[src/rtl/fuji_iie_timing_pkg.sv]
// Shared tick constants, scan defaults and strobe decode for the IIe timing generator.
// TIMING_LONG_CYCLE_EN selects whether hcount 64 stretches its CPU cycle.
package fuji_iie_timing_pkg;

    localparam logic [4:0] T_S_NORM = 5'd7;
    localparam logic [4:0] T_E_NORM = 5'd13;
    localparam logic [4:0] T_S_LONG = 5'd9;
    localparam logic [4:0] T_E_LONG = 5'd15;

    localparam logic [4:0] Q3_LEN  = 5'd4;
    localparam logic [4:0] RAS_OFS = 5'd3;
    localparam logic [4:0] CAS_OFS = 5'd5;

    localparam logic [6:0] HCOUNT_MAX = 7'd64;

    localparam int NTSC_LINES_PER_FRAME = 262;
    localparam int NTSC_VBL_START       = 192;
    localparam int NTSC_HBL_END         = 25;

    typedef struct packed {
        logic phi0;
        logic q3;
        logic ras_n;
        logic cas_n;
        logic start;
    } strobe_t;

    function automatic strobe_t tick_decode(
        input logic [3:0] t,
        input logic       long_cyc
    );
        strobe_t    d;
        logic [4:0] tt;
        logic [4:0] s;
        logic [4:0] e;
        tt = {1'b0, t};
        s  = long_cyc ? T_S_LONG : T_S_NORM;
        e  = long_cyc ? T_E_LONG : T_E_NORM;
        d.phi0  = (tt < s);
        d.q3    = (tt < Q3_LEN) ||
                  ((tt >= s) && (tt < s + Q3_LEN));
        d.ras_n = !(((tt >= RAS_OFS) && (tt < s)) ||
                    ((tt >= s + RAS_OFS) && (tt <= e)));
        d.cas_n = !(((tt >= CAS_OFS) && (tt < s)) ||
                    ((tt >= s + CAS_OFS) && (tt <= e)));
        d.start = (tt == 5'd0);
        return d;
    endfunction

endpackage

[src/rtl/video_scan_counter.sv]
// Horizontal/vertical scan counters and blanking flags, advanced once per CPU cycle.
// With TIMING_LONG_CYCLE_EN defined, flags hcount 64 as the long cycle.
module video_scan_counter
    import fuji_iie_timing_pkg::*;
#(
    parameter int LINES_PER_FRAME = NTSC_LINES_PER_FRAME,
    parameter int VBL_START       = NTSC_VBL_START,
    parameter int HBL_END         = NTSC_HBL_END
) (
    input  logic       clk_14M,
    input  logic       reset,
    input  logic       cycle_end,
    output logic       long_cycle,
    output logic [6:0] hcount,
    output logic [8:0] vcount,
    output logic       hbl,
    output logic       vbl
);

    logic [6:0] h;
    logic [8:0] v;

`ifdef TIMING_LONG_CYCLE_EN
    assign long_cycle = (h == HCOUNT_MAX);
`else
    assign long_cycle = 1'b0;
`endif

    // Internal position advances on the last tick of each CPU cycle.
    always_ff @(posedge clk_14M or posedge reset) begin
        if (reset) begin
            h <= '0;
            v <= '0;
        end else if (cycle_end) begin
            if (h == HCOUNT_MAX) begin
                h <= '0;
                if (v == 9'(LINES_PER_FRAME - 1))
                    v <= '0;
                else
                    v <= v + 9'd1;
            end else begin
                h <= h + 7'd1;
            end
        end
    end

    // Registered copies lag one edge so they change with cycle_start.
    always_ff @(posedge clk_14M or posedge reset) begin
        if (reset) begin
            hcount <= '0;
            vcount <= '0;
            hbl    <= 1'b1;
            vbl    <= 1'b0;
        end else begin
            hcount <= h;
            vcount <= v;
            hbl    <= (h < 7'(HBL_END));
            vbl    <= (v >= 9'(VBL_START));
        end
    end

endmodule

[src/rtl/apple_iie_timing.sv]
// Fuji IIe master timing: CPU clocks, DRAM strobes and scan counters from 14M.
// TIMING_LONG_CYCLE_EN enables the 16-tick stretch at hcount 64.
module apple_iie_timing
    import fuji_iie_timing_pkg::*;
#(
    parameter int LINES_PER_FRAME = NTSC_LINES_PER_FRAME,
    parameter int VBL_START       = NTSC_VBL_START,
    parameter int HBL_END         = NTSC_HBL_END
) (
    input  logic       clk_14M,
    input  logic       reset,
    output logic       clk_7M,
    output logic       clk_q3,
    output logic       clk_phi_0,
    output logic       clk_phi_1,
    output logic       clk_phi_2,
    output logic       ras_n,
    output logic       cas_n,
    output logic       ax,
    output logic       cycle_start,
    output logic [6:0] hcount,
    output logic [8:0] vcount,
    output logic       hbl,
    output logic       vbl
);

    logic [3:0] t;
    logic [4:0] t_end;
    logic       long_cycle;
    logic       cycle_end;
    strobe_t    dec;

    // Cycle end point and strobe pattern for the current tick.
    always_comb begin
        t_end     = long_cycle ? T_E_LONG : T_E_NORM;
        cycle_end = ({1'b0, t} == t_end);
        dec       = tick_decode(t, long_cycle);
    end

    // Tick counter within the CPU cycle.
    always_ff @(posedge clk_14M or posedge reset) begin
        if (reset)
            t <= '0;
        else if (cycle_end)
            t <= '0;
        else
            t <= t + 4'd1;
    end

    // Registered clocks and strobes, one edge behind the tick counter.
    always_ff @(posedge clk_14M or posedge reset) begin
        if (reset) begin
            clk_7M      <= 1'b0;
            clk_q3      <= 1'b0;
            clk_phi_0   <= 1'b0;
            clk_phi_1   <= 1'b1;
            clk_phi_2   <= 1'b0;
            ras_n       <= 1'b1;
            cas_n       <= 1'b1;
            ax          <= 1'b1;
            cycle_start <= 1'b0;
        end else begin
            clk_7M      <= ~clk_7M;
            clk_q3      <= dec.q3;
            clk_phi_0   <= dec.phi0;
            clk_phi_1   <= ~dec.phi0;
            clk_phi_2   <= dec.phi0;
            ras_n       <= dec.ras_n;
            cas_n       <= dec.cas_n;
            ax          <= dec.cas_n;
            cycle_start <= dec.start;
        end
    end

    video_scan_counter #(
        .LINES_PER_FRAME(LINES_PER_FRAME),
        .VBL_START      (VBL_START),
        .HBL_END        (HBL_END)
    ) u_scan (
        .clk_14M   (clk_14M),
        .reset     (reset),
        .cycle_end (cycle_end),
        .long_cycle(long_cycle),
        .hcount    (hcount),
        .vcount    (vcount),
        .hbl       (hbl),
        .vbl       (vbl)
    );

endmodule
[config.mk]
export PLATFORM = sky130hd
export DESIGN_NAME = apple_iie_timing
export DESIGN_NICKNAME = d
export VERILOG_FILES = /design/src/rtl/fuji_iie_timing_pkg.sv /design/src/rtl/video_scan_counter.sv /design/src/rtl/apple_iie_timing.sv
export SDC_FILE = /design/constraint.sdc
export NUM_CORES = 1
export LEC_CHECK = 0
export ABC_CLOCK_PERIOD_IN_PS = 2200
export CAP_MARGIN = 5
export CORE_MARGIN = 2
export CORE_UTILIZATION = 40
export DETAILED_ROUTE_END_ITERATION = 16
export DONT_BUFFER_PORTS = 1
export HOLD_SLACK_MARGIN = 0.03
export PLACE_DENSITY = 0.65
export SLEW_MARGIN = 10
export SYNTH_ARGS = -nofsm -noshare
export SYNTH_HDL_FRONTEND = slang
export SYNTH_SLANG_ARGS = --single-unit
[constraint.sdc]
create_clock -name clk_14M -period 2.2 [get_ports clk_14M]
set_input_delay 0.33 -clock clk_14M [delete_from_list [all_inputs] [get_ports clk_14M]]
set_output_delay 0.33 -clock clk_14M [all_outputs]
set_load 0.02 [all_outputs]
# Word-level counts from Yosys, hierarchy flattened

Cells that the tools add are included.

Add/sub/neg operators: 3
Multiply operators: 0
Div/mod/pow operators: 0
$lt $le $gt $ge: 11
Eq/ne operators: 3
Shift operators: 0
Multiplexer cells: 3
Bitwise gates (word level): 2
Reductions and logical operators: 12

Operators with widths:

| operator                                                    | count |
|---|---|
| adder 9 x 1 -> 9 bit (second input constant)                | 1 |
| == test 9 bit (second input constant)                       | 1 |
| >= comparator 9 x 8 -> 1 bit (second input constant)        | 1 |
| two-way mux 9 bit                                           | 1 |
| >= comparator 4 x 3 -> 1 bit (second input constant)        | 2 |
| >= comparator 4 bit (second input constant)                 | 2 |
| less-than comparator 4 x 3 -> 1 bit (second input constant) | 2 |
| adder 7 x 1 -> 7 bit (second input constant)                | 1 |
| == test 7 bit (second input constant)                       | 1 |
| less-than comparator 7 x 5 -> 1 bit (second input constant) | 1 |
| two-way mux 7 bit                                           | 1 |
| logical AND 1 bit                                           | 5 |
| adder 4 x 1 -> 4 bit (second input constant)                | 1 |
| == test 4 bit (second input constant)                       | 1 |
| >= comparator 4 x 2 -> 1 bit (second input constant)        | 1 |
| less-or-equal comparator 4 bit (second input constant)      | 1 |
| zero test 4 bit                                             | 1 |
| less-than comparator 4 bit (second input constant)          | 1 |
| two-way mux 4 bit                                           | 1 |
| logical OR 1 bit                                            | 3 |
| zero test 1 bit                                             | 2 |
| NOT 1 bit                                                   | 2 |
| AND reduction 2 bit                                         | 1 |

Bits in registers: 45
Bits in latches: 0
Memory bits (writable): 0
Memory bits (read-only): 0
Input port bits: 2
Output and inout bits: 27
Word-level logic and storage cells: 48
Memories: 0

# Logic depth before layout (Yosys ltp)

Gate-level depths: netlist of the first run.

Word-level depth: 4
Mapped depth: 6

# By module

Synthesis of the first run repeated with hierarchy kept, for this count alone.

Cells, all modules: 166
Area, all modules: 1966.9 um2

By module, submodules not included:

| module             | instances | cells each | area each (um2) | sequential area each (um2) |
|---|---|---|---|---|
| video_scan_counter | 1         | 105        | 1333.8          | 852.1 |
| apple_iie_timing   | 1         | 61         | 633.1           | 279.0 |

# Worst setup path before layout of the first run

No wires, ideal clock.

Path type: reg-to-reg
Start: register u_scan.h[0]
End: register u_scan.v[8]
Data arrival time: 1.673 ns
Slack: 0.450 ns
Cell stages (with the launch flop): 7
Buffers on the path: 0
Clock period less this slack: 1.750 ns
Cell sequence: dfrtp_1 -> inv_1 -> ha_1 -> nor4b_4 -> nand3_4 -> or4_1 -> a21oi_1

Longest elaborated chain between the ends: 2

Ends and longest elaborated chain:

| element                       | line                     | source |
|---|---|---|
| from (decl)                   | video_scan_counter.sv:20 | `logic [6:0] h;` |
| from (signal assigned)        | video_scan_counter.sv:42 | `h <= h + 7'd1;` |
| == test 7 bit                 | video_scan_counter.sv:35 | `if (h == HCOUNT_MAX) begin` |
| AND reduction 2 bit (no line) | n/a                      |  |
| to (signal assigned)          | video_scan_counter.sv:40 | `v <= v + 9'd1;` |
| to (decl)                     | video_scan_counter.sv:21 | `logic [8:0] v;` |

Every way passes these cells.
A chain may end at the register's enable or synchronous reset.

# Final worst setup path of the first run

Same ends and word-level chain as after synthesis.

==> impl.org, run 1 <==
** Placed design
- After legalization and detailed placement, the total HPWL measured 1.83 mm.
- Number of I/O port buffers :: 0
- At the end of routability-driven placement, the weighted congestion stood at around 0.77.

** Logic synthesis
- Post-synth design cell area :: 0.00177 mm²
- Counting every net in the synthesized netlist gives 153.
- The synthesized design contains 45 register bits.
- After synthesis, the share of flip-flops with an asynchronous set or reset is 1.00.
- The share of the Yosys chip area taken by registers is 0.639.
- In this run the mean area of a mapped cell was 12.1 µm².
- Post-Syn Instances :: 146
- The number of different library cells used by synthesis comes to 35.
- Predominant post-synthesis flop cell :: sky130_fd_sc_hd__dfrtp_1
- The Yosys step of the flow raised 0 warnings.
- Of the post-synthesis cell area, the dominant cell type holds 0.580.
- The synthesized design contains 0 enable-type register cells.
- Of all cell types, the one taking the most synthesized area is sky130_fd_sc_hd__dfrtp_1.
- Yosys attributes the largest share of cell area to sky130_fd_sc_hd__dfrtp_1 (58%), sky130_fd_sc_hd__dfstp_2 (5.9%), sky130_fd_sc_hd__ha_1 (3.5%).

** Worst setup path
- R2r setup slk :: roughly 330 ps
- Type of element capturing the critical path :: register
- Worst R2R Path Depth :: 6
- Startpoint of the worst-slack reg-to-reg timing path :: u_scan.h[0]$_DFFE_PP0N_
- Critical Path Source :: u_scan.h[0]$_DFFE_PP0N_
- Critical path launch point type :: register
- Endpoint of the most critical setup path :: u_scan.v[8]$_DFFE_PP0P_
- Along the worst path, the maximum fanout reaches 10.
- Arrival time worst endpoint :: 2090 ps
- Data on the critical path is required at its endpoint by 2420 ps.
- Destination of the worst register-to-register timing path :: u_scan.v[8]$_DFFE_PP0P_
- Worst setup path category :: register to register

** Floorplanning
- In this run the horizontal extent of the chip is 70.5 µm.
- Row generation in the floorplan step produced 24 rows.
- The floorplan step defined a die boundary enclosing 0.00497 mm².
- # IOs :: 29
- After floorplanning, the core was sized to cover around 0.0043 mm².
- The die is a little over 70 µm tall.
- Initial core utilization :: 0.412

** Final layout
- Nets@finish :: 156
- The area growth from synthesis to layout is 7.99%.
- Count of inserted antenna diode cells :: 0
- In the final layout, the share of cells above drive strength 1 is 0.113.

** Power and ir drop
- Internal power summed over all cells :: 1.05 mW
- Power comes to 1.32 mW.
- Dividing total power by cell area gives a power density of approximately 700 mW/mm².
- Switching part of the total power :: 0.201
- Of the total power, combinational logic draws 0.015.
- The share of total power dissipated in the clock network is 0.357.
- Total leakage power :: 0.932 nW
- Sequential cell fraction of total power :: 0.628
- Worst supply voltage drop on vdd :: 0.179 mV
- Summed over all nets, the switching power comes to roughly 0.26 mW.

** STA
- Unrepaired setup endpoints after global routing :: no
- Summed over all failing endpoints, the final setup total negative slack is 0 ps.
- Pins over their slew limit :: 0
- Between clock sinks in the finished design, the worst skew comes to 5.87 ps.
- Relative slew margins :: 0.653
- Pin slew with the least headroom to its limit :: slightly above 500 ps
- For this run, the top clock speed supported by timing is roughly 530 MHz.
- The clock period could shrink to 1870 ps.
- Setup violations remaining at the end of the flow were counted as 0.
- Hold_ws :: 455 ps
- Fin crit share :: 0.852
- Number of failing hold endpoints at the final stage :: 0

** GRT
- Across every metal layer, demand over resource in global routing totals 0.119.
- Global-route wire length before repair :: ~4.6 mm
- Largest net degree at the start of global routing :: 32
- The number of global-route vias before repair was between 900 and 1000.
- For this run the aggregate overflow at the end of global routing stands at 0.
- Initial antenna violation count :: 0

** Drt
- The routed layout has 1019 vias.
- Detailed routing placed a total of 1.26 mm of wire on met2.
- Once detail routing completed, the nets flagged for antenna violations numbered 0.
- After detailed routing, the wire length on met1 is 1.14 mm.
- Number of iterations in the first detailed-routing pass :: 4
- Met3 Routed Length :: 168 µm
- Post-Route WL :: 2.62 mm
- DR top layer :: met4
- In the routed design, unresolved DRC markers number 0.
- Starting DRT DRC Count :: between 50 and 60
- Post-DR wirelength/cell :: 13.0 µm
- In the routed layout, each cell is associated on average with a via count of ~5.0.

** Job
- The tool flagged a number of max-cap violations equal to 0.

** Clock tree
- Once the clock tree was built, the resizer swapped 0 gates to a different size.
- Clock-pin slew was measured on the worst setup and hold paths at roughly 80 ps.
- Clk Latency, worst-skew pair :: just under 300 ps
- Sink count of the clock tree :: 45
- TritonCTS clock tree :: built
- Hold_buf cts :: 1
- No sink is reached through more buffers than the 2 on the longest clock path.
- Once the clock tree was built, the setup fixing pass inserted 0 buffers.
- The H-tree was split into 2 levels.
- Counting the buffers created by CTS gives 5.
- Root buffer selected by CTS :: sky130_fd_sc_hd__clkbuf_8

** Run status
- Outcome :: finished, final reports clean

** Hold path
- Worst Hold Class :: input pin to asynchronous set/reset pin
layer usage:
| metal | vias up | track usage |
|---|---|---|
| met5 | - | 0 |
| met4 | 0 | 0.0513 |
| met3 | 6 | 0.0563 |
| met2 | 26 | 0.188 |
| met1 | 494 | 0.138 |
| li1 | 493 | - |
critical path, cell delays in order, from the launching register on:
cell                      delay (ps)
sky130_fd_sc_hd__dfrtp_1         420
sky130_fd_sc_hd__inv_1           110
sky130_fd_sc_hd__ha_1            150
sky130_fd_sc_hd__nor4b_4         270
sky130_fd_sc_hd__nand3_4         180
sky130_fd_sc_hd__or4_1           520
sky130_fd_sc_hd__a21oi_1         150
logic make-up after synthesis:
family                     share of synthesized area
adders and majority gates                     0.0354
DFF                                            0.639
muxes                                         0.0170
and+or+nand+nor                                0.168
xor gates and xnor gates                      0.0446
buffers and inverters                         0.0438
AOI/OAI and AO/OA                             0.0523
worst min path at each step:
stage	slack [ps]	start	to	cells past startpoint
final	460	reset	clk_phi_2$_DFF_PP0_	2
after floorplan	400	u_scan.v[8]$_DFFE_PP0P_	u_scan.vcount[8]$_DFF_PP0_	0
after global placement	210	reset	clk_phi_2$_DFF_PP0_	1
after detailed placement	230	reset	clk_phi_2$_DFF_PP0_	1
after CTS	460	u_scan.v[8]$_DFFE_PP0P_	u_scan.vcount[8]$_DFF_PP0_	0
after global routing	470	u_scan.v[7]$_DFFE_PP0P_	u_scan.vcount[7]$_DFF_PP0_	0
placed cells by master, fill, tap and decap left out, drive strengths merged:
cell type / instances
a21o: 2
a21oi: 1
a22o: 1
a31oi: 1
and2: 1
and3: 2
and4b: 1
buf: 2
clkbuf: 6
clkinv: 3
dfrtp: 41
dfstp: 4
dlygate4sd3: 1
ha: 5
inv: 8
mux2i: 3
nand2: 15
nand2b: 3
nand3: 6
nand4: 5
nor2: 10
nor2b: 2
nor3: 3
nor4: 1
nor4b: 2
o21ai: 8
o2bb2ai: 1
o31ai: 1
or3: 1
or4: 1
xnor2: 2
xor2: 7
through the flow:
stage | utilization | std cells | area (µm²) | setup slack [ps]
after floorplan | - | 146 | 1770 | 450
after global routing | 0.445 | 202 | 1910 | 151
after detailed placement | 0.423 | 193 | 1820 | 312
final | 0.445 | 202 | 1910 | 326
after global placement | 0.423 | 193 | 1820 | 375
after CTS | 0.445 | 202 | 1910 | 309
final cells by class:
class                   count  area [µm²]
inverters                   9        33.8
multi-input cells          85         561
clock inverters             2        10.0
clock buffers               6        72.6
well taps                  52        65.1
repair buffers              3        37.5
fillers                   402        2380
flip-flops and latches     45        1130
synth_stat cells, types with 2 or more instances:
cell and n:
sky130_fd_sc_hd__nor2b_1 2, sky130_fd_sc_hd__nand4_1 5, sky130_fd_sc_hd__inv_1 9, sky130_fd_sc_hd__xnor2_1 2, sky130_fd_sc_hd__and3_1 2, sky130_fd_sc_hd__dfstp_2 4
sky130_fd_sc_hd__nand2b_1 3, sky130_fd_sc_hd__buf_4 2, sky130_fd_sc_hd__clkbuf_1 2, sky130_fd_sc_hd__xor2_1 7, sky130_fd_sc_hd__nand2_1 15, sky130_fd_sc_hd__nor3_1 3
sky130_fd_sc_hd__nand3_1 5, sky130_fd_sc_hd__mux2i_1 3, sky130_fd_sc_hd__dfrtp_1 41, sky130_fd_sc_hd__ha_1 5, sky130_fd_sc_hd__buf_2 2, sky130_fd_sc_hd__o21ai_0 8
sky130_fd_sc_hd__nor2_1 10
power by group through the flow:
| stage | Sequential (mW) | Clock, mW | Combinational, mW |
|---|---|---|---|
| CTS | 0.827 | 0.489 | 0.0220 |
| floorplan | 0.843 | 0 | 0.0121 |
| global placement | 0.843 | 0 | 0.0196 |
| global route | 0.827 | 0.531 | 0.0247 |
| finish | 0.827 | 0.469 | 0.0203 |
| detailed placement | 0.843 | 0 | 0.0208 |
flip-flops by register name, summed over array words and instances, names as in the netlist:
register	cells
clk_q3	1
u_scan.hbl	1
ax	1
clk_phi_2	1
u_scan.h	7
u_scan.vbl	1
t	4
u_scan.v	9
u_scan.vcount	9
clk_phi_1	1
u_scan.hcount	7
clk_7M	1
cycle_start	1
ras_n	1
Power figures use the tool's default switching activity.
==> run 2, diff against run 1 <==
ABC_CLOCK_PERIOD_IN_PS = 1900   (was 2200)
clock period = 1.9 ns   (was 2.2 ns; I/O delays follow)
==> impl.org, run 2 (same netlist as run 1, synthesis figures left out) <==
** Floorplanning
- # IOs :: 29 (unchanged)
- The total die area came to 0.00497 mm² (unchanged).
- Core Rows :: 24 (unchanged)
- Initial core utilization :: 0.412 (unchanged)
- Placeable Area :: 0.00429 mm² (unchanged)
- The die boundary width was 70.5 µm (unchanged).
- Chip Height :: 70.5 µm (unchanged)

** STA
- The setup slack after layout is 117 ps (-209 ps).
- The final count of pins violating max slew is 0 (unchanged).
- The final setup TNS was 0 ps (unchanged).
- Finish-stage setup viols :: 0 (unchanged)
- Relative slew margins :: 0.750 (+0.0966)
- The achievable clock frequency came to 561 MHz (+5.1%).
- Unrepaired setup endpoints after global routing :: no
- The post-route minimum period came to 1780 ps (-90.9 ps).
- Pin slew with the least headroom to its limit :: 376 ps (-141 ps)
- The final clock skew was 6.01 ps (+0.131 ps).
- Fin crit share :: 0.938 (+0.0866)
- The final hold violation count came to 0 (unchanged).

** Final layout
- Layout cell share with drive strength beyond 1 :: 0.160 (+0.0469)
- The count of antenna diodes in the layout came to 0 (unchanged).
- Area added between synthesis and finish :: 12.7%
- The library cell used most frequently in the layout, excluding fill and tap cells, is sky130_fd_sc_hd__dfrtp_1.
- The layout net count came to 162 (+3.8%).
- In the layout the commonest cells are sky130_fd_sc_hd__dfrtp_1 (41), sky130_fd_sc_hd__nand2_1 (15), sky130_fd_sc_hd__nor2_1 (10).
- Largest registers ranked by flip-flop count :: u_scan.v: 9 flops, u_scan.vcount: 9 flops

** Clock tree
- Post-CTS clock slew at the launch and capture registers of the worst setup and hold paths :: 80 ps (about the same)
- The tree is rooted in a sky130_fd_sc_hd__clkbuf_8.
- TritonCTS clock tree :: built
- The number of buffers added by the clock tree synthesis step is 5 (unchanged).
- The worst-skew pair later-pin latency came to 300 ps (about the same).
- The clock sink count came to 45 (unchanged).
- The count of H-tree levels built during CTS came to 2 (unchanged).
- The deepest clock path buffer count is 2 (unchanged).

** Worst setup path
- STA classifies the critical path startpoint as a register.
- In this run the critical register-to-register path is launched from u_scan.h[1]$_DFFE_PP0N_.
- The critical path starts at u_scan.h[1]$_DFFE_PP0N_.
- Worst R2R Path Depth :: 6 (unchanged)
- Type of element capturing the critical path :: register
- R2r setup slk :: 120 ps (-210 ps)
- Data required time of the worst path :: 2130 ps (-290 ps)
- Arrival time worst endpoint :: 2010 ps (-80 ps)
- Endpoint of the most critical setup path :: u_scan.v[8]$_DFFE_PP0P_
- Destination of the worst register-to-register timing path :: u_scan.v[8]$_DFFE_PP0P_
- The largest driver fanout on the critical path is 5 (-5).
- The setup path with the least slack is of type register to register.

** Placed design
- The quantity of I/O buffers inserted on ports was 0 (unchanged).
- Placer congestion estimate :: 0.790 (+2.1%)
- Worst slack, placed :: 75.9 ps (-236 ps)
- Post-DP HPWL :: 1.90 mm (+4.0%)

** Drt
- The number of antenna-violating nets in the routed design is 0 (unchanged).
- Starting DRT DRC Count :: 114 (+120%)
- Post-Route WL :: 2.69 mm (+2.9%)
- Post-detailed-route via-to-cell ratio :: 5.02 (-0.50%)
- The first-pass iteration count of the detailed router was 4 (unchanged).
- Post-detailed-route DRC marker count :: 0 (unchanged)
- The total via count after detailed routing was 1044 (+2.5%).
- The per-cell routed wire length came to 13.0 µm (about the same).

** GRT
- The maximum number of pins on one net before global-route repair was 29 (-9.4%).
- The first-pass GRT wire length came to 4.78 mm (+4.0%).
- Combined global-route utilization of all metal layers :: 0.125 (+0.00625)
- Via count of the first global-routing pass :: 1049 (+6.7%)
- Initial antenna violation count :: 0 (unchanged)
- The total congestion overflow is 0 (unchanged).

** Hold path
- The worst hold path belongs to the class input pin to asynchronous set/reset pin.

** Run status
- The flow ran to the end, and the final reports show no timing, DRC or antenna violations.

** Power and ir drop
- The largest vdd supply drop came to 0.315 mV (+76%).
- Overall Power :: 1.80 mW (+37%)
- Total leakage power :: 0.975 nW (+4.6%)
- The power density over the cells was 904 mW/mm² (+31%).

** Job
- The max-capacitance violation count is 0 (unchanged).
run 2: metal layers:
| metal | routed length [µm] | up-vias | global-route usage |
|---|---|---|---|
| met5 | 0 | - | 0 |
| met1 | 1160 | 516 | 0.144 |
| met2 | 1290 | 22 | 0.196 |
| met4 | 41 | 0 | 0.0577 |
| met3 | 197 | 4 | 0.0606 |
| li1 | - | 502 | - |
run 2: through the flow:
step                hold slack [ps]   util  instance area [µm²]  cells
finish                          360  0.464                 1990    208
global route                    380  0.464                 1990    208
CTS                             364  0.461                 1980    206
detailed placement              115  0.427                 1840    197
global placement                106  0.427                 1840    197
floorplan                       398      -                 1770    146
run 2: worst min path at each step:
stage                                             to  slack, ps  depth (start not counted)
after detailed placement       cycle_start$_DFF_PP0_        120                          1
after global placement           clk_phi_2$_DFF_PP0_        110                          1
after floorplan           u_scan.vcount[8]$_DFF_PP0_        400                          0
after global routing           cycle_start$_DFF_PP0_        380                          2
final                          cycle_start$_DFF_PP0_        360                          2
after CTS                      cycle_start$_DFF_PP0_        360                          2
run 2: worst max-delay path, stage by stage (launching register included):
cell and delay, ps:
sky130_fd_sc_hd__dfrtp_1 420, sky130_fd_sc_hd__inv_1 100, sky130_fd_sc_hd__ha_1 160, sky130_fd_sc_hd__nor4b_4 290
sky130_fd_sc_hd__nand3_4 90, sky130_fd_sc_hd__or4_1 500, sky130_fd_sc_hd__a21oi_1 150
run 2: final cells by class:
cell class                      count  area [µm²]
Multi-Input combinational cell     85         561
Clock inverter                      3        65.1
Sequential cell                    45        1130
Tap cell                           52        65.1
Fill cell                         387        2300
Timing Repair Buffer                9        70.1
Inverter                            9        33.8
Clock buffer                        5        68.8
run 2: where the power goes:
| group | switching, mW | total [mW] | internal, mW | leakage (nW) |
|---|---|---|---|---|
| Sequential | 0 | 0.957 | 0.957 | 0.574 |
| Clock | 0.303 | 0.825 | 0.522 | 0.0681 |
| Combinational | 0.0179 | 0.0221 | 0.00420 | 0.333 |
| Total | 0.321 | 1.80 | 1.48 | 0.975 |
run 2: repair_timing:
item | 4_1_cts | 5_1_grt
endpoints found under the setup margin | 0 | 1
gates resized for setup | 0 | 1
buffers inserted | 0 | 2
endpoints found under the hold margin | 7 | 0
hold buffers | 1 | 0
